[config.mk]
export PLATFORM = sky130hd
export DESIGN_NAME = vga_timing_800x600_flat
export DESIGN_NICKNAME = d
export VERILOG_FILES = /design/src/rtl/vga_pkg.sv /design/src/rtl/vga_timing_800x600_if.sv /design/src/rtl/vga_sync_counter.sv /design/src/rtl/vga_timing_800x600.sv /design/src/flat_wrapper.sv
export SDC_FILE = /design/constraint.sdc
export NUM_CORES = 1
export LEC_CHECK = 0
export BUFFER_PORTS_ARGS = -buffer_cell sky130_fd_sc_hd__buf_2
export CORE_ASPECT_RATIO = 1.25
export CORE_UTILIZATION = 60
export DETAILED_ROUTE_END_ITERATION = 10
export PLACE_DENSITY = 0.79
export SYNTH_ARGS = -nofsm -noshare
export SYNTH_HDL_FRONTEND = slang
export SYNTH_HIERARCHICAL = 1
export SYNTH_SLANG_ARGS = --single-unit
[constraint.sdc]
create_clock -name clkin -period 4.76 [get_ports clkin]
set_input_delay 1.428 -clock clkin [delete_from_list [all_inputs] [get_ports clkin]]
set_output_delay 1.428 -clock clkin [all_outputs]
set_load 0.03 [all_outputs]
[src/rtl/vga_pkg.sv]
// Shared video timing defaults and pipeline types for VGA timing generators.
// The 800x600@72 Hz mode (50 MHz pixel clock) is the default set.
package vga_pkg;

  localparam int H_VIS_D  = 800;
  localparam int H_FP_D   = 56;
  localparam int H_SYNC_D = 120;
  localparam int H_BP_D   = 64;
  localparam int H_TOT_D  = H_VIS_D + H_FP_D + H_SYNC_D + H_BP_D;

  localparam int V_VIS_D  = 600;
  localparam int V_FP_D   = 37;
  localparam int V_SYNC_D = 6;
  localparam int V_BP_D   = 23;
  localparam int V_TOT_D  = V_VIS_D + V_FP_D + V_SYNC_D + V_BP_D;

  localparam bit HS_POL_D = 1'b1;
  localparam bit VS_POL_D = 1'b1;

  localparam int FB_AW = 19;
  localparam int FB_DW = 12;
  localparam int H_CW  = 11;
  localparam int V_CW  = 10;

  // Per-pixel control decoded from the counters, carried down the pipeline.
  typedef struct packed {
    logic active;
    logic hsync;
    logic vsync;
    logic first;
  } vga_ctl_t;

endpackage

[src/rtl/vga_timing_800x600_if.sv]
// Framebuffer read port: the timing generator issues reads, memory returns
// the pixel one clock later.
interface vga_timing_800x600_if;
  import vga_pkg::*;

  logic             fb_rd;
  logic [FB_AW-1:0] fb_addr;
  logic [FB_DW-1:0] fb_data;

  modport master (output fb_rd, output fb_addr, input fb_data);
  modport slave  (input fb_rd, input fb_addr, output fb_data);
endinterface

[src/rtl/vga_sync_counter.sv]
// Horizontal/vertical position counters with stage-0 active and sync decode.
module vga_sync_counter
  import vga_pkg::*;
#(
  parameter int H_VIS  = H_VIS_D,
  parameter int H_FP   = H_FP_D,
  parameter int H_SYNC = H_SYNC_D,
  parameter int H_BP   = H_BP_D,
  parameter int V_VIS  = V_VIS_D,
  parameter int V_FP   = V_FP_D,
  parameter int V_SYNC = V_SYNC_D,
  parameter int V_BP   = V_BP_D
) (
  input  logic     clk,
  input  logic     i_clr,
  output vga_ctl_t o_ctl
);

  localparam int H_TOT = H_VIS + H_FP + H_SYNC + H_BP;
  localparam int V_TOT = V_VIS + V_FP + V_SYNC + V_BP;

  localparam logic [H_CW-1:0] H_LAST = H_CW'(H_TOT - 1);
  localparam logic [H_CW-1:0] H_ACT  = H_CW'(H_VIS);
  localparam logic [H_CW-1:0] H_SS   = H_CW'(H_VIS + H_FP);
  localparam logic [H_CW-1:0] H_SE   = H_CW'(H_VIS + H_FP + H_SYNC);
  localparam logic [V_CW-1:0] V_LAST = V_CW'(V_TOT - 1);
  localparam logic [V_CW-1:0] V_ACT  = V_CW'(V_VIS);
  localparam logic [V_CW-1:0] V_SS   = V_CW'(V_VIS + V_FP);
  localparam logic [V_CW-1:0] V_SE   = V_CW'(V_VIS + V_FP + V_SYNC);

  logic [H_CW-1:0] r_h_cnt;
  logic [V_CW-1:0] r_v_cnt;

  // NOTE: sequential state uses non-blocking assignments so every register
  // samples pre-edge values, independent of statement order.
  always_ff @(posedge clk) begin
    if (i_clr) begin
      r_h_cnt <= '0;
      r_v_cnt <= '0;
    end else if (r_h_cnt == H_LAST) begin
      r_h_cnt <= '0;
      r_v_cnt <= (r_v_cnt == V_LAST) ? '0 : r_v_cnt + V_CW'(1);
    end else begin
      r_h_cnt <= r_h_cnt + H_CW'(1);
    end
  end

  always_comb begin
    o_ctl        = '0;
    o_ctl.active = (r_h_cnt < H_ACT) && (r_v_cnt < V_ACT);
    o_ctl.hsync  = (r_h_cnt >= H_SS) && (r_h_cnt < H_SE);
    o_ctl.vsync  = (r_v_cnt >= V_SS) && (r_v_cnt < V_SE);
    o_ctl.first  = (r_h_cnt == '0) && (r_v_cnt == '0);
  end

endmodule

[src/rtl/vga_timing_800x600.sv]
// VGA timing generator: counters -> framebuffer read (stage 1) -> colour and
// sync outputs (stage 2). Outputs trail the counter state by two clocks.
module vga_timing_800x600
  import vga_pkg::*;
#(
  parameter int H_VIS  = H_VIS_D,
  parameter int H_FP   = H_FP_D,
  parameter int H_SYNC = H_SYNC_D,
  parameter int H_BP   = H_BP_D,
  parameter int V_VIS  = V_VIS_D,
  parameter int V_FP   = V_FP_D,
  parameter int V_SYNC = V_SYNC_D,
  parameter int V_BP   = V_BP_D,
  parameter bit HS_POL = HS_POL_D,
  parameter bit VS_POL = VS_POL_D
) (
  input  logic       clkin,
  input  logic       rst,
  input  logic       locked,
  vga_timing_800x600_if.master fb,
  output logic [3:0] vga_r,
  output logic [3:0] vga_g,
  output logic [3:0] vga_b,
  output logic       vga_hs,
  output logic       vga_vs,
  output logic       frame_start
);

  logic             w_clr;
  vga_ctl_t         w_ctl0;
  logic [FB_AW-1:0] w_addr;

  logic [FB_AW-1:0] r_addr;
  vga_ctl_t         r_ctl1;
  logic             r_fb_rd;
  logic [FB_AW-1:0] r_fb_addr;
  logic [FB_DW-1:0] r_rgb;
  logic             r_hs2;
  logic             r_vs2;
  logic             r_fs2;

  // An unlocked PLL gives an untrustworthy clock, so it aborts the frame.
  assign w_clr = rst | ~locked;

  vga_sync_counter #(
    .H_VIS (H_VIS), .H_FP (H_FP), .H_SYNC (H_SYNC), .H_BP (H_BP),
    .V_VIS (V_VIS), .V_FP (V_FP), .V_SYNC (V_SYNC), .V_BP (V_BP)
  ) u_cnt (
    .clk   (clkin),
    .i_clr (w_clr),
    .o_ctl (w_ctl0)
  );

  // Running address replaces v*H_VIS+h; restarting at (0,0) keeps it self-healing.
  assign w_addr = w_ctl0.first ? '0 : r_addr;

  always_ff @(posedge clkin) begin
    if (w_clr) begin
      r_addr    <= '0;
      r_ctl1    <= '0;
      r_fb_rd   <= 1'b0;
      r_fb_addr <= '0;
    end else begin
      r_ctl1  <= w_ctl0;
      r_fb_rd <= w_ctl0.active;
      if (w_ctl0.active) begin
        r_fb_addr <= w_addr;
        r_addr    <= w_addr + FB_AW'(1);
      end
    end
  end

  always_ff @(posedge clkin) begin
    if (w_clr) begin
      r_rgb <= '0;
      r_hs2 <= ~HS_POL;
      r_vs2 <= ~VS_POL;
      r_fs2 <= 1'b0;
    end else begin
      r_rgb <= r_ctl1.active ? fb.fb_data : '0;
      r_hs2 <= ~(r_ctl1.hsync ^ HS_POL);
      r_vs2 <= ~(r_ctl1.vsync ^ VS_POL);
      r_fs2 <= r_ctl1.first;
    end
  end

  assign fb.fb_rd     = r_fb_rd;
  assign fb.fb_addr   = r_fb_addr;
  assign vga_r        = r_rgb[11:8];
  assign vga_g        = r_rgb[7:4];
  assign vga_b        = r_rgb[3:0];
  assign vga_hs       = r_hs2;
  assign vga_vs       = r_vs2;
  assign frame_start  = r_fs2;

endmodule
[src/flat_wrapper.sv]
// flat-port wrapper written by rule: the top's interface ports become plain ports
module vga_timing_800x600_flat import vga_pkg::*;
#(
  parameter int H_VIS  = H_VIS_D,
  parameter int H_FP   = H_FP_D,
  parameter int H_SYNC = H_SYNC_D,
  parameter int H_BP   = H_BP_D,
  parameter int V_VIS  = V_VIS_D,
  parameter int V_FP   = V_FP_D,
  parameter int V_SYNC = V_SYNC_D,
  parameter int V_BP   = V_BP_D,
  parameter bit HS_POL = HS_POL_D,
  parameter bit VS_POL = VS_POL_D
)
  (clkin, rst, locked, vga_r, vga_g, vga_b, vga_hs, vga_vs, frame_start, fb_fb_rd, fb_fb_addr, fb_fb_data);
  vga_timing_800x600_if fb_i ();
  input  logic clkin;
  input  logic rst;
  input  logic locked;
  output logic [3:0] vga_r;
  output logic [3:0] vga_g;
  output logic [3:0] vga_b;
  output logic vga_hs;
  output logic vga_vs;
  output logic frame_start;
  output wire logic [$bits(fb_i.fb_rd)-1:0] fb_fb_rd;
  output wire logic [$bits(fb_i.fb_addr)-1:0] fb_fb_addr;
  input wire logic [$bits(fb_i.fb_data)-1:0] fb_fb_data;
  assign fb_fb_rd = fb_i.fb_rd;
  assign fb_fb_addr = fb_i.fb_addr;
  assign fb_i.fb_data = fb_fb_data;
  vga_timing_800x600 #(.H_VIS(H_VIS), .H_FP(H_FP), .H_SYNC(H_SYNC), .H_BP(H_BP), .V_VIS(V_VIS), .V_FP(V_FP), .V_SYNC(V_SYNC), .V_BP(V_BP), .HS_POL(HS_POL), .VS_POL(VS_POL)) u_core (.clkin(clkin), .rst(rst), .locked(locked), .fb(fb_i), .vga_r(vga_r), .vga_g(vga_g), .vga_b(vga_b), .vga_hs(vga_hs), .vga_vs(vga_vs), .frame_start(frame_start));
endmodule
Yosys cells after proc, flatten, opt, wreduce, memory -nomap -nowiden
Cells that the tools add are included.
W data, S select, Z words.

storage, ports and cells
  output and inout bits = 35
  input port bits = 15
  word-level logic and storage cells = 36
  bits in registers = 78

operators by class
  muxes and demuxes = 2
  reduce and logical (&&, ||, !) cells = 8
  add/subtract/negate cells = 3
  $lt $le $gt $ge = 6
  bitwise logic cells = 3
  equal/unequal tests = 2

operators by type and width
  cell                     count
  $lt A11 B10 Y1 const B   2
  $lt A10 B10 Y1 const B   2
  $add A19 B1 Y19 const B  1
  $mux W19                 1
  $add A11 B1 Y11 const B  1
  $eq A11 B11 Y1 const B   1
  $ge A11 B10 Y1 const B   1
  $logic_not A11 Y1        1
  $add A10 B1 Y10 const B  1
  $eq A10 B10 Y1 const B   1
  $ge A10 B10 Y1 const B   1
  $logic_not A10 Y1        1
  $mux W10                 1
  $logic_and A1 B1 Y1      4
  $reduce_or A2 Y1         2
  $not A1 Y1               2
  $or A1 B1 Y1             1

Logic depth before layout (Yosys ltp)
Gate-level depths: netlist of run 1.

  word-level depth = 4
  gate-level depth with buffers = 13
  gate-level depth less buffers = 11

Hierarchy
Netlist of run 1, hierarchy kept.

by module, submodules not included
  module              times used  sequential area each (um^2)  cells each  area an instance (um^2)
  vga_timing_800x600  1           1141.1                       240         2245.9
  vga_sync_counter    1           420.4                        137         1156.1

Worst setup path before layout of run 1
OpenSTA, ideal clock, no wires.

  path kind = input to register
  start = in locked
  end = reg u_core.u_cnt.r_h_cnt[10]
  path buffers = 4
  arrival = 2771 ps
  library setup time = 126 ps
  data required time = 4634 ps
  stages = 8
  slack = 1863 ps
  cell sequence = nor2b_1 > clkbuf_1 > inv_1 > buf_6 > clkbuf_1 > nand2b_1 > clkbuf_1 > nor2_1

between the ends
  cells in the longest elaborated chain, start to end = 3

RTL lines
  what                               line                      text
  from (decl)                        flat_wrapper.sv:19        input logic locked;
  $not A1 Y1                         vga_timing_800x600.sv:43  assign w_clr = rst | ~locked;
  $or A1 B1 Y1                       vga_timing_800x600.sv:43
  net u_core.w_clr                   vga_timing_800x600.sv:29  logic w_clr;
  $reduce_or A2 Y1 (no source line)  -
  to (signal assigned)               vga_sync_counter.sv:44    r_h_cnt <= r_h_cnt + H_CW'(1);
  to (decl)                          vga_sync_counter.sv:31    logic [H_CW-1:0] r_h_cnt;

The timed path passes the listed nets, and every way through them passes these cells.
A chain may end at the register's enable or synchronous reset.

==> results of run 1 <==
[stage by stage]
stage	cell area (µm²)	power (mW)	util, %	hold WS (ns)
finish	3870	1.19	71.1	0.440
global route	3870	1.24	71.1	0.475
CTS	3870	1.21	71.1	0.442
detailed placement	3670	0.721	67.5	0.414
global placement	3670	0.720	67.5	0.418
floorplan	3400	0.708	-	0.406
[final timing paths]
path | depth (start not counted) | slack (ns) | end | startpoint
worst max-delay path | 12 | 1.77 | u_core/r_addr[12] | u_core/u_cnt/r_v_cnt[0]
worst min-delay path | 1 | 0.44 | u_core/vga_vs | u_core/r_ctl1[1]
worst max register to register | 12 | 1.77 | u_core/r_addr[12] | u_core/u_cnt/r_v_cnt[0]
worst min register to register | 1 | 0.44 | u_core/vga_vs | u_core/r_ctl1[1]
[area by class of cell]
type,count,area share (%)
clock inverter,7,1.91
clock buffer,9,3.20
multi-input combinational,269,44.3
tap,64,2.07
inverter,11,1.07
sequential,78,40.3
timing repair buffer,53,7.11
[cells in the final DEF, fill, tap and decap left out, drive strengths merged, types with 7 or more instances in the layout]
cell    count
a21oi      28
xor2       12
nand4       9
buf        53
nor2b      13
nand3      14
inv        12
and3       19
mux2i       9
clkbuf      9
o21ai       9
ha          7
nor4        9
nand2      20
and2        9
dfxtp      78
nor2       48
or4         7
[cell usage after synthesis, drive strengths merged]
cell | instances | area share, %
a211o | 1 | 0.29
a211oi | 2 | 0.44
a21oi | 28 | 4.1
a31o | 1 | 0.26
a31oi | 3 | 0.55
a32oi | 1 | 0.26
a41o | 3 | 0.88
and2 | 9 | 1.7
and3 | 19 | 3.6
and4 | 2 | 0.55
buf | 3 | 0.99
clkbuf | 16 | 1.8
dfxtp | 78 | 46
ha | 7 | 2.6
inv | 11 | 1.2
mux2i | 9 | 2.6
nand2 | 20 | 2.2
nand2b | 6 | 1.1
nand3 | 14 | 2.2
nand3b | 3 | 0.66
nand4 | 9 | 2.0
nand4b | 4 | 1.0
nor2 | 48 | 5.4
nor2b | 13 | 2.4
nor3 | 5 | 0.74
nor4 | 9 | 2.5
nor4b | 1 | 0.26
nor4bb | 1 | 0.29
o211a | 1 | 0.29
o211ai | 2 | 0.44
o21a | 2 | 0.44
o21ai | 9 | 1.3
o21bai | 1 | 0.33
o22ai | 2 | 0.37
o311ai | 1 | 0.26
o31ai | 4 | 0.88
or2b | 1 | 0.22
or3 | 3 | 0.55
or4 | 7 | 1.7
xnor2 | 6 | 1.5
xor2 | 12 | 3.1
[cell families (layout without fill, tap and decap cells)]
kind of cell | after synthesis | after routing
xor gates and xnor gates | 18 | 18
and+or+nand+nor | 174 | 174
muxes | 9 | 9
adders and majority gates | 7 | 7
buffers and inverters | 30 | 80
AOI/OAI and AO/OA | 61 | 61
DFF | 78 | 78
[registers in the layout (all words and copies together), names as in the netlist]
signal / flops
u_core/vga_vs: 1
u_core/r_rgb: 12
u_core/u_cnt/r_h_cnt: 11
u_core/frame_start: 1
u_core/r_addr: 19
u_core/vga_hs: 1
u_core/fb.fb_addr: 19
u_core/u_cnt/r_v_cnt: 10
u_core/fb.fb_rd: 1
u_core/r_ctl1: 3
[where the power goes]
group	switching [mW]	leakage, nW	internal [mW]
Clock	0.245	0.0996	0.244
Sequential	0.00321	0.630	0.656
Combinational	0.0313	0.908	0.0151
Total	0.279	1.64	0.915
[routing by layer]
metal  vias up  part of all wire (%)  global-route usage (%)
met5         -                     0                       0
met4         0                   2.0                    9.28
met3        12                   3.0                    5.58
met2        60                    52                    43.7
met1      1285                    43                    29.0
li1       1418                     -                       -
[critical path, stage by stage (launching register included)]
cell	delay [ns]
dfxtp_1	0.41
inv_1	0.09
ha_1	0.20
nor4b_1	0.14
nand4_1	0.11
nor2_1	0.06
buf_4	0.19
nor2b_1	0.18
ha_1	0.24
nand3_2	0.16
or4_4	0.59
or4_1	0.41
a21oi_1	0.14
==> metrics.yaml, run 1 <==
globalplace.congestion: 0.890
worst_slew_pin_slew_ns: 0.788
row_count: 30
fillers: 438
status: "finished, final reports clean"
ys_warn_count: 6
drt.antenna.violating_nets: 0
coreArea_um2: 5440
cts_root_buf: "clkbuf_8"
avgSynthCellArea_um2: 9.02
drc: 0
tns_ns: 0
seq_area_um2: 1560
postCtsHoldBufs: 0
peakVddDrop_uv: 190
via_count: 2775
cp_max_fo: 21
overflow: 0
crit_required_ns: 5.04
place_inst: 475
wl_per_cell_um: 14.4
stdcell_count: 491
post_cts_buffers: 0
io_pins: 50
first_pass_iters: 4
crit_arrival_ns: 3.27
synthDistinctLibCells: 49
ys_ff_latch: 78
slew_headroom_pct: 47.4
wl_um: 7070
drv_cap: 0
finalHoldViolCount: 0
grt_pass1_wl_um: 11800
critical_path_class: "reg2reg"
muxShareOfSynthArea_pct: 2.65
post-dp-hpwl_um: 4650
die_w_um: 69.4
synth_top_family_by_area: "simple AND/OR/NAND/NOR gates"
p_leak_nw: 1.64
ys_seq_area_share_pct: 45.9
grt_usage_pct: 24.6
final.period_utilization_pct: 62.9
grt_pass1_vias: 2578
synthAdderAreaFrac_pct: 2.57
grt_max_degree: 34
setup_ws_ns: 1.77
cts_resized: 0
drt-initial-drc-count: 248
clk_pin_slew_ns: 0.08
cts_tree: "yes"
syn2layout_area_growth_pct: 13.8
via_per_inst: 5.65
setup_violations: 0
die_y_um: 86.2
fin_crit_ns: 2.99
worst_setup_path_start_kind: "flop"
synth-simple-area-share_pct: 29.1
rsz0062_at_grt: "no"
power_density_nw_per_um2: 308
clock_sinks: 78
skew_ns: 0.0109
htree_levels: 3
hp-class: "reg2reg"
multiInputGateArea_um2: 1720
syn-cell-area_um2: 3400
maxSlewViolCount: 0
dp_slack_ns: 1.72
fmax_mhz: 334
clock_latency_ns: 0.35
synth_fp_nets: 399
layout.nets: 444
antenna_found_initial: 0
numCtsBuffers: 9
io_buffers: 49
synth-compound-area-share_pct: 11.1
syn_inst: 377
clockBufferDepth: 2
die_area_um2: 5980
end_kind: "flop"
synth_xor_area_share_pct: 4.63
layout-drive-gt1-share_pct: 19.7
n_antenna_cell: 0
initial_core_util_pct: 62.5
Power figures use the tool's default switching activity.
==> run 2: changes to the inputs <==
--- a/config.mk
+++ b/config.mk
@@ -5,11 +5,12 @@
 export SDC_FILE = /design/constraint.sdc
 export NUM_CORES = 1
 export LEC_CHECK = 0
+export ABC_AREA = 1
 export BUFFER_PORTS_ARGS = -buffer_cell sky130_fd_sc_hd__buf_2
 export CORE_ASPECT_RATIO = 1.25
-export CORE_UTILIZATION = 60
+export CORE_UTILIZATION = 57
 export DETAILED_ROUTE_END_ITERATION = 10
-export PLACE_DENSITY = 0.79
+export PLACE_DENSITY = 0.75
 export SYNTH_ARGS = -nofsm -noshare
 export SYNTH_HDL_FRONTEND = slang
 export SYNTH_HIERARCHICAL = 1
==> constraint.sdc (replaced) <==
create_clock -name clkin -period 3 [get_ports clkin]
set_input_delay 0.9 -clock clkin [delete_from_list [all_inputs] [get_ports clkin]]
set_output_delay 0.9 -clock clkin [all_outputs]
set_load 0.03 [all_outputs]
==> run 2 against run 1 <==
  * Synthesized cell count is 39% higher
  * Synthesized area is 7.5% higher
  * Sequential cell count stayed put
  * Total power is 62% higher
  * Clock power is 66% higher
  * Maximum frequency is 25% higher
  * Global-route usage is 0.25 points higher
  * Die area is 13% higher
  * Cell area is 7.2% higher
  * Critical endpoint is now u_core/r_addr[10]
  * Largest power group unchanged
  * Highest routed layer unchanged
==> metrics.yaml, run 2 <==
status: "finished, final reports clean"
yosysMostFrequentCell: "nand2_1"
rr_worst_depth: 17
coreArea_um2: 6170
power_density_nw_per_um2: 465
switching_power_mw: 0.456
drv_cap: 0
wl_per_cell_um: 11.9
seqPwrFrac_pct: 54.1
synth_flop_cell: "dfxtp_1"
layout.nets: 595
rsz0062_at_grt: "no"
synth_top_cells_by_area: "dfxtp_1 43%, nand2_1 11%, nor2_1 9.3%"
slew_headroom_pct: 63.5
numCtsBuffers: 9
globalplace.congestion: 0.955
io_buffers: 49
die_y_um: 91.5
clockBufferDepth: 2
switching_share_pct: 23.6
clk_pin_slew_ns: 0.08
row_count: 32
n_antenna_cell: 0
postCtsHoldBufs: 0
slowest_delay_ns: 0.36
final.period_utilization_pct: 80.1
drt.antenna.violating_nets: 0
rr_startpoint: "u_core/u_cnt/r_v_cnt[0]"
grt_pass1_wl_um: 13000
maxSlewViolCount: 0
r2r-end: "u_core/r_addr[10]"
yosysTopAreaCell: "dfxtp_1"
ys_warn_count: 6
syn-cell-area_um2: 3660
worst_setup_path_start_kind: "flop"
cts_root_buf: "clkbuf_8"
synthDistinctLibCells: 28
synth-async-reset-ratio_pct: 0
synth_common_cells: "109 x nand2_1, 91 x nor2_1, 79 x inv_1"
final_cell_mix: "109 x nand2_1, 90 x nor2_1, 79 x inv_1"
setup_ws_ns: 0.597
grt_max_degree: 33
tns_ns: 0
io_pins: 50
critical_path.most_common_cell: "nand2_1"
clock_latency_ns: 0.35
avgSynthCellArea_um2: 6.96
min_to: "u_core/vga_vs"
clock_sinks: 78
drt-initial-drc-count: 209
synth_top_area_share_pct: 42.7
worstHoldPathCells: 2
fmax_mhz: 416
first_pass_iters: 6
critical_path_buf_inv_count: 4
end_kind: "flop"
synth_fp_nets: 547
die_w_um: 73.6
cpMaxStageDelayCell: "dfxtp_1"
worst_slew_pin_slew_ns: 0.548
crit_chain: "inv_1, ha_1, nand2_1, nor3_1, nand4_1, nor3_1, inv_2, nand2_1, inv_1, ha_1, nand2_1, nor2_2, nand3_2, inv_2, nand2_1, nand2_1, nor3b_2"
ys_ff_latch: 78
critical_path_class: "reg2reg"
setup_violations: 0
initial_core_util_pct: 59.3
syn2layout_area_growth_pct: 13.5
clockPowerShare_pct: 41.9
post_cts_buffers: 0
htree_levels: 3
hp-class: "reg2reg"
hold_start: "u_core/r_ctl1[1]"
placed_area_um2: 3940
ys_seq_area_share_pct: 42.7
rrSetupSlack_ns: 0.60
crit_required_ns: 3.23
post-dp-hpwl_um: 5710
whs_ns: 0.417
critPathTopFamily: "simple AND/OR/NAND/NOR gates"
combPwrFrac_pct: 4.1
grt_usage_pct: 24.9
p_leak_nw: 1.79
layout-drive-gt1-share_pct: 16.4
antenna_found_initial: 0
synth-edff-count: 0
drc: 0
cts_resized: 0
finalHoldViolCount: 0
final_common_cell: "nand2_1"
cts_tree: "yes"
peakVddDrop_uv: 290
cp_max_fo: 5
total_power_mw: 1.93
crit_arrival_ns: 2.64
via_count: 3310
die_area_um2: 6740
fin_area_um2: 4150
dp_slack_ns: 0.624
overflow: 0
wl_um: 7860
p_int_mw: 1.47
via_per_inst: 4.99
syn_inst: 525
fin_crit_ns: 2.40
skew_ns: 0.00794
grt_pass1_vias: 3034
==> run 2: area by class of cell <==
class | count | area, µm²
Clock buffer | 10 | 138
Clock inverter | 6 | 70.1
Fill cell | 580 | 2020
Inverter | 81 | 304
Multi-Input combinational cell | 350 | 1690
Sequential cell | 78 | 1560
Tap cell | 85 | 106
Timing Repair Buffer | 53 | 275
==> run 2: how the worst max path moves through the flow <==
stage	startpoint	to	slack [ns]	depth (start not counted)
2_1_floorplan	u_core/u_cnt/r_v_cnt[0]	u_core/r_addr[10]	0.77	18
3_3_place_gp	u_core/u_cnt/r_v_cnt[0]	u_core/r_addr[10]	0.61	17
3_5_place_dp	u_core/u_cnt/r_v_cnt[0]	u_core/r_addr[10]	0.62	17
4_1_cts	u_core/u_cnt/r_v_cnt[0]	u_core/r_addr[10]	0.61	17
5_1_grt	u_core/u_cnt/r_v_cnt[0]	u_core/r_addr[10]	0.33	15
6_report	u_core/u_cnt/r_v_cnt[0]	u_core/r_addr[10]	0.60	17
==> run 2: power by group through the flow <==
| stage | registers, mW | logic (mW) | clock network [mW] |
|---|---|---|---|
| 3_5_place_dp | 1.07 | 0.0780 | 0 |
| 3_3_place_gp | 1.07 | 0.0759 | 0 |
| 5_1_grt | 1.05 | 0.0871 | 0.872 |
| 4_1_cts | 1.04 | 0.0785 | 0.825 |
| 2_1_floorplan | 1.08 | 0.0491 | 0 |
| 6_report | 1.04 | 0.0783 | 0.808 |
==> run 2: per-layer routing <==
layer	vias to the layer above	wire length (µm)	track usage (%)
met5	-	0	0
met4	0	173	11.9
met3	14	304	5.77
met2	69	4050	43.1
met1	1493	3330	27.9
li1	1734	-	-
==> run 2: per-stage QoR <==
stage                     utilization [%]  std cells
after global placement               63.9        647
after floorplan                         -        525
final                                67.3        663
after CTS                            67.3        663
after global routing                 67.3        663
after detailed placement             63.9        647
==> run 2: kinds of logic (layout without fill, tap and decap cells) <==
family | after synthesis | in the layout | synth area share [%]
adders and majority gates | 7 | 7 | 2.40
AOI/OAI and AO/OA | 60 | 60 | 8.76
and+or+nand+nor | 277 | 277 | 33.7
xor gates and xnor gates | 6 | 6 | 1.44
buffers and inverters | 97 | 150 | 11.0
DFF | 78 | 78 | 42.7
==> run 2: worst min-delay path, cell delays in order (launching register included) <==
cell	delay, ns
dfxtp_1	0.30
inv_1	0.04
nor2_1	0.03
==> run 3: changes to the inputs <==
==> constraint.sdc (replaced) <==
create_clock -name clkin -period 2.5 [get_ports clkin]
set_input_delay 0.75 -clock clkin [delete_from_list [all_inputs] [get_ports clkin]]
set_output_delay 0.75 -clock clkin [all_outputs]
set_load 0.03 [all_outputs]
==> run 3 against run 2 <==
  * Sequential share of layout area fell by 0.25 points
  * Register-to-register slack got worse by 0.31 ns
  * Clock skew rose by 0.00056 ns
  * Global-route usage rose by 0.19 points
  * Largest cell class unchanged
  * Critical path depth fell by 2
  * Sequential power rose by 20%
  * First-iteration DRC count fell by 12%
  * Highest routed layer unchanged
  * Critical path type unchanged
  * Die area did not move
  * Clock power rose by 19%
  * Cell count rose by 0.45%
==> metrics.yaml, run 3 (synthesis gave the netlist of run 2 again) <==
clock_sinks: 78
die_area_um2: 6740
p_leak_nw: 1.81
worst_slew_pin_slew_ns: 0.454
syn2layout_area_growth_pct: 14.2
overflow: 0
io_buffers: 49
clock_latency_ns: 0.35
cts_root_buf: "clkbuf_8"
via_per_inst: 4.99
cts_tree: "yes"
rsz0062_at_grt: "no"
status: "finished, final reports clean"
critical_path_class: "reg2reg"
final_cell_mix: "109 x nand2_1, 90 x nor2_1, 79 x inv_1"
finalHoldViolCount: 0
worstHoldPathCells: 2
initial_core_util_pct: 59.3
grt_usage_pct: 25.0
grt_pass1_vias: 3038
coreArea_um2: 6170
final.period_utilization_pct: 88.6
htree_levels: 3
layout.nets: 598
crit_chain: "inv_1, ha_1, nand2_1, nor3_1, nand4_1, nor3_2, nor2_1, ha_1, nand2_1, nor2_2, nand3_2, nor2_2, nand2_1, o21ai_1, nor2_1"
maxSlewViolCount: 0
crit_required_ns: 2.76
fmax_mhz: 452
setup_ws_ns: 0.286
setup_violations: 0
n_antenna_cell: 0
rr_worst_depth: 15
drc: 0
final_common_cell: "nand2_1"
peakVddDrop_uv: 301
fin_area_um2: 4180
whs_ns: 0.408
wl_um: 7770
total_power_mw: 2.31
skew_ns: 0.00850
grt_pass1_wl_um: 13200
fin_crit_ns: 2.21
clk_pin_slew_ns: 0.09
numCtsBuffers: 9
drt.antenna.violating_nets: 0
die_w_um: 73.6
place_inst: 650
critical_path.most_common_cell: "nand2_1"
row_count: 32
power_density_nw_per_um2: 554
rr_startpoint: "u_core/u_cnt/r_v_cnt[0]"
slowest_delay_ns: 0.40
first_pass_iters: 4
via_count: 3324
globalplace.congestion: 0.904
cp_max_fo: 5
hp-class: "reg2reg"
utilization_pct: 67.7
clockBufferDepth: 2
placed_area_um2: 3960
post-dp-hpwl_um: 5810
io_pins: 50
dp_slack_ns: 0.228
slew_headroom_pct: 69.5
antenna_found_initial: 0
worst_setup_path_start_kind: "flop"
hold_start: "u_core/r_ctl1[0]"
grt_max_degree: 35
drt-initial-drc-count: 184
stdcell_count: 666
die_y_um: 91.5
critPathLaunch: "u_core/u_cnt/r_v_cnt[0]"
drv_cap: 0
postCtsHoldBufs: 0
layout-drive-gt1-share_pct: 17.0
tns_ns: 0
cpMaxStageDelayCell: "dfxtp_1"
crit_arrival_ns: 2.47
end_kind: "flop"
wl_per_cell_um: 11.7
[run 3: cell types whose count changed in the layout (fill, tap and decap cells not counted)]
cell        before  now
clkinvlp_4       3    1
clkbuf_8        10    9
clkinv_4         1    4
inv_6            1    0
inv_8            0    1
nor3_2           1    2
buf_4            4    7
nor3_1           8    7
[run 3: power breakdown]
part | leakage, nW | internal [mW] | total, mW | switching, mW
sequential | 0.630 | 1.25 | 1.25 | 0.00371
combinational | 1.08 | 0.0312 | 0.0978 | 0.0667
clock | 0.102 | 0.474 | 0.963 | 0.489
total | 1.81 | 1.75 | 2.31 | 0.559
[run 3: worst paths after layout]
check / to / slack, ns
max: u_core/r_addr[12] / 0.29
min: u_core/frame_start / 0.41
max reg2reg: u_core/r_addr[12] / 0.29
min reg2reg: u_core/frame_start / 0.41
[run 3: repair_timing]
action,in CTS,in global routing
gates resized for setup,0,1
buffers inserted,0,0
endpoints found under the setup margin,0,10
[run 3: worst max-delay path, delay by kind of cell (launching register included)]
| family | cells | cell delay, ns |
|---|---|---|
| compound gates | 1 | 0.12 |
| fa+ha+maj | 2 | 0.40 |
| buf+inv | 1 | 0.10 |
| flops | 1 | 0.40 |
| simple gates | 11 | 1.09 |
[run 3: metal layers]
layer | share of wire [%] | global-route usage, % | vias to the layer above
met1 | 42 | 28.4 | 1488
met2 | 52 | 44.1 | 72
met5 | 0 | 0 | -
met3 | 4.0 | 5.88 | 16
met4 | 2.0 | 9.62 | 0
li1 | - | - | 1748
[run 3: final cells by class]
class                      instances  area [µm²]
clock buffer                       9         124
clock inverter                     7        83.8
fill                             581        1990
inverter                          81         304
multi-input combinational        350        1700
sequential                        78        1560
tap                               85         106
timing repair buffer              56         298
